--- src/rtl/riscv_pkg.sv ---
// Shared core-wide constants: register file geometry and the hardwired zero register index.
package riscv_pkg;

    localparam int DEFAULT_DATA_W = 32;
    localparam int DEFAULT_ADDR_W = 5;
    localparam int ZERO_REG       = 0;

endpackage

--- src/rtl/reg_file.sv ---
// Integer register file: 2**ADDR_W x DATA_W flops, one synchronous write port,
// two combinational read ports, and register 0 reading as zero.
module reg_file
    import riscv_pkg::*;
#(
    parameter int DATA_W = DEFAULT_DATA_W,
    parameter int ADDR_W = DEFAULT_ADDR_W
) (
    input  logic              clk,
    input  logic              rst_n,
    input  logic              we,
    input  logic [ADDR_W-1:0] wa,
    input  logic [DATA_W-1:0] wd,
    input  logic [ADDR_W-1:0] ra1,
    input  logic [ADDR_W-1:0] ra2,
    output logic [DATA_W-1:0] rd1,
    output logic [DATA_W-1:0] rd2
);

    localparam int                NREGS = 2 ** ADDR_W;
    localparam logic [ADDR_W-1:0] ZERO_A = ADDR_W'(ZERO_REG);

    logic [DATA_W-1:0] regs [NREGS];

    // Reset wins over a same-edge write; writes to the zero register are dropped.
    always_ff @(posedge clk) begin
        if (!rst_n) begin
            for (int i = 0; i < NREGS; i++) begin
                regs[i] <= '0;
            end
        end else if (we && (wa != ZERO_A)) begin
            regs[wa] <= wd;
        end
    end

    // Masking at the read mux keeps x0 at zero even before the first reset.
    assign rd1 = (ra1 == ZERO_A) ? '0 : regs[ra1];
    assign rd2 = (ra2 == ZERO_A) ? '0 : regs[ra2];

endmodule

--- config.mk ---
export PLATFORM = sky130hd
export DESIGN_NAME = reg_file
export DESIGN_NICKNAME = d
export VERILOG_FILES = /design/src/rtl/riscv_pkg.sv /design/src/rtl/reg_file.sv
export SDC_FILE = /design/constraint.sdc
export NUM_CORES = 2
export LEC_CHECK = 0
export CAP_MARGIN = 25
export CORE_MARGIN = 2
export CORE_UTILIZATION = 35
export CTS_BUF_LIST = sky130_fd_sc_hd__clkbuf_4
export DETAILED_ROUTE_END_ITERATION = 6
export PLACE_DENSITY = 0.62
export SETUP_SLACK_MARGIN = 0.2
export SLEW_MARGIN = 20
export SYNTH_ARGS = -nofsm -noshare
export SYNTH_HDL_FRONTEND = slang
export SYNTH_SLANG_ARGS = --single-unit
--- constraint.sdc ---
create_clock -name clk -period 7 [get_ports clk]
set_input_delay 1.4 -clock clk [delete_from_list [all_inputs] [get_ports clk]]
set_output_delay 1.4 -clock clk [all_outputs]
set_load 0.05 [all_outputs]
==> reports/qor.yml <==
worst_pin_slew_ns: 1.20
cts_setup_buffers: 0
ctsHoldBuffers: 0
design.die.area_um2: 158000
die_x_um: 398
cts_root_buf: "clkbuf_4"
worstSetupEndpointType: "primary output"
slew_headroom_pct: 19.4
drv_cap: 0
grt.total_usage_pct: 23.2
finalNonFillerCells: 5955
gp_congestion: 0.850
synthCells: 3509
final_core_util_pct: 40.2
total_power_mw: 14.8
cts.path.max_buffers: 4
nFillCells: 14200
routedWlPerCell_um: 31.0
syn_area_per_cell_um2: 15.4
power_density_nw_per_um2: 239
fin_crit_ns: 6.37
arrival_ns: 4.97
core_area_um2: 154000
largest_reg_flops: 1024
period_share_pct: 91.0
peakVddDrop_mv: 0.158
grt_pass1_wl_mm: 260
max_freq_mhz: 157
largest_register: "regs"
h-tree-depth: 5
cts_tree: "yes"
required_ns: 5.60
grt_max_degree: 76
min_path_type: "in -> reg"
drt-pass1-iter-count: 5
cts_resized: 0
yosys_warnings: 0
ys_ff_latch: 1024
worstSetupStartpointType: "input port"
grt_pass1_vias: 35600
postRouteAntennaNets: 0
fin_ws_ns: 0.631
synth.distinct_cells: 41
syn_area_um2: 54200
rsz0062_at_grt: "no"
cts_made_buffers: 282
numPortBuffers: 113
initial_utilization_pct: 35.2
hpwl_mm: 113
top_regs: "regs: 1024 flops"
leakage_nw: 21.3
tns_ns: 0
areaGrowthSynthToFinish_pct: 14.0
die_h_um: 398
slew_viol_final: 0
yosysSeqAreaShare_pct: 56.7
rows: 144
vias: 35400
drcViolationCount: 0
nNetsFinal: 3785
place_ws_ns: 0.711
status: "finished, final reports clean"
hold_viol_final: 0
ios: 114
viasPerCell: 5.95
dp_cells: 5485
finalWirelength_mm: 185
crit_type: "in -> out"
drive_gt1_share_pct: 31.9
clk_pin_slew_ns: 0.07
antenna_found_initial: 22
setup_violations: 0
critPathMaxFanout: 49
cts.sinks: 1024
overflow: 0
drt_iter0_drc: 4980
==> kinds of logic after synthesis <==
group / Yosys count / share of synthesized area [%]
buffers and inverters: 390 / 3.33
flip-flops: 1024 / 56.7
multiplexers: 654 / 23.0
AND/OR/NAND/NOR: 1149 / 13.0
AO/OA/AOI/OAI: 291 / 3.96
other: 1 / 0.00692
==> routing by layer <==
metal,up-vias,wire [um],track usage [%]
li1,14200,-,-
met1,18400,72600,31.5
met2,2360,83400,35.0
met3,420,20500,5.27
met4,22,7940,11.1
met5,-,126,0
==> report_power, final <==
part / internal (mW) / switching, mW / total, mW
clock: 2.89 / 2.56 / 5.45
combinational: 0.813 / 1.24 / 2.06
sequential: 7.08 / 0.178 / 7.26
total: 10.8 / 3.98 / 14.8
==> stage by stage <==
stage / area (um2) / hold WS, ns
5_1_grt: 61800 / 0.826
2_1_floorplan: 54300 / 1.60
3_3_place_gp: 58000 / 2.15
6_report: 61800 / 0.837
3_5_place_dp: 58300 / 2.11
4_1_cts: 61700 / 0.757
==> worst paths after layout <==
path | startpoint | end | slack [ns] | cells after the start
max | ra2[2] | rd2[31] | 0.63 | 7
min | wd[26] | regs[22][26] | 0.84 | 2
==> synth_stat cells (all sizes together) <==
cell / instances / area, um2
a22o: 51 / 447
conb: 1 / 3.75
nor2: 36 / 135
o21ai: 33 / 165
a22oi: 18 / 135
o22ai: 79 / 494
a221oi: 3 / 26.3
mux2i: 154 / 1540
nor2b: 15 / 93.8
or3: 3 / 18.8
mux4: 470 / 10600
and3: 2 / 12.5
a32o: 4 / 40.0
and2: 996 / 6230
o211a: 2 / 20.0
and4b: 1 / 10.0
a211oi: 34 / 255
mux2: 30 / 338
a31o: 1 / 8.76
or3b: 3 / 26.3
a21oi: 10 / 50.1
nor3: 54 / 270
edfxtp: 1024 / 30700
a2111oi: 29 / 269
nand4: 1 / 6.26
inv: 2 / 7.51
nand2b: 6 / 37.5
nand4b: 2 / 17.5
clkbuf: 275 / 1030
nand2: 9 / 33.8
nor4b: 1 / 15.0
buf: 113 / 767
nor4: 8 / 50.1
nand3b: 5 / 37.5
o221ai: 27 / 236
or2: 2 / 12.5
nand3: 5 / 25.0
==> cell usage in the layout, fill, tap and decap left out, drive strengths merged, types with 33 or more instances in the layout <==
cell type	Yosys	final
o21ai	33	33
o22ai	79	79
edfxtp	1024	1024
clkdlybuf4s50	0	50
a211oi	34	34
mux4	470	470
nor2	36	36
mux2i	154	154
and2	996	996
clkinv	0	34
nor3	54	54
a22o	51	51
clkbuf	275	405
buf	113	249
==> critical path, stage by stage <==
cell	delay [ns]
buf_6	0.50
buf_4	0.48
mux4_2	0.37
a22o_1	0.30
a2111oi_0	0.94
nor3_1	0.17
clkdlybuf4s50_1	0.76
==> area by class of cell <==
type                       instances  area [um2]  share of cell area (%)
antenna                           10        25.0                  0.0405
clock buffer                     405        3040                    4.92
clock inverter                    45         358                   0.579
inverter                           2        7.51                  0.0121
multi-input combinational       2126       22300                    36.1
sequential                      1024       30700                    49.8
tap                             2044        2560                    4.14
timing repair buffer             299        2750                    4.44
Power figures use the tool's default switching activity.
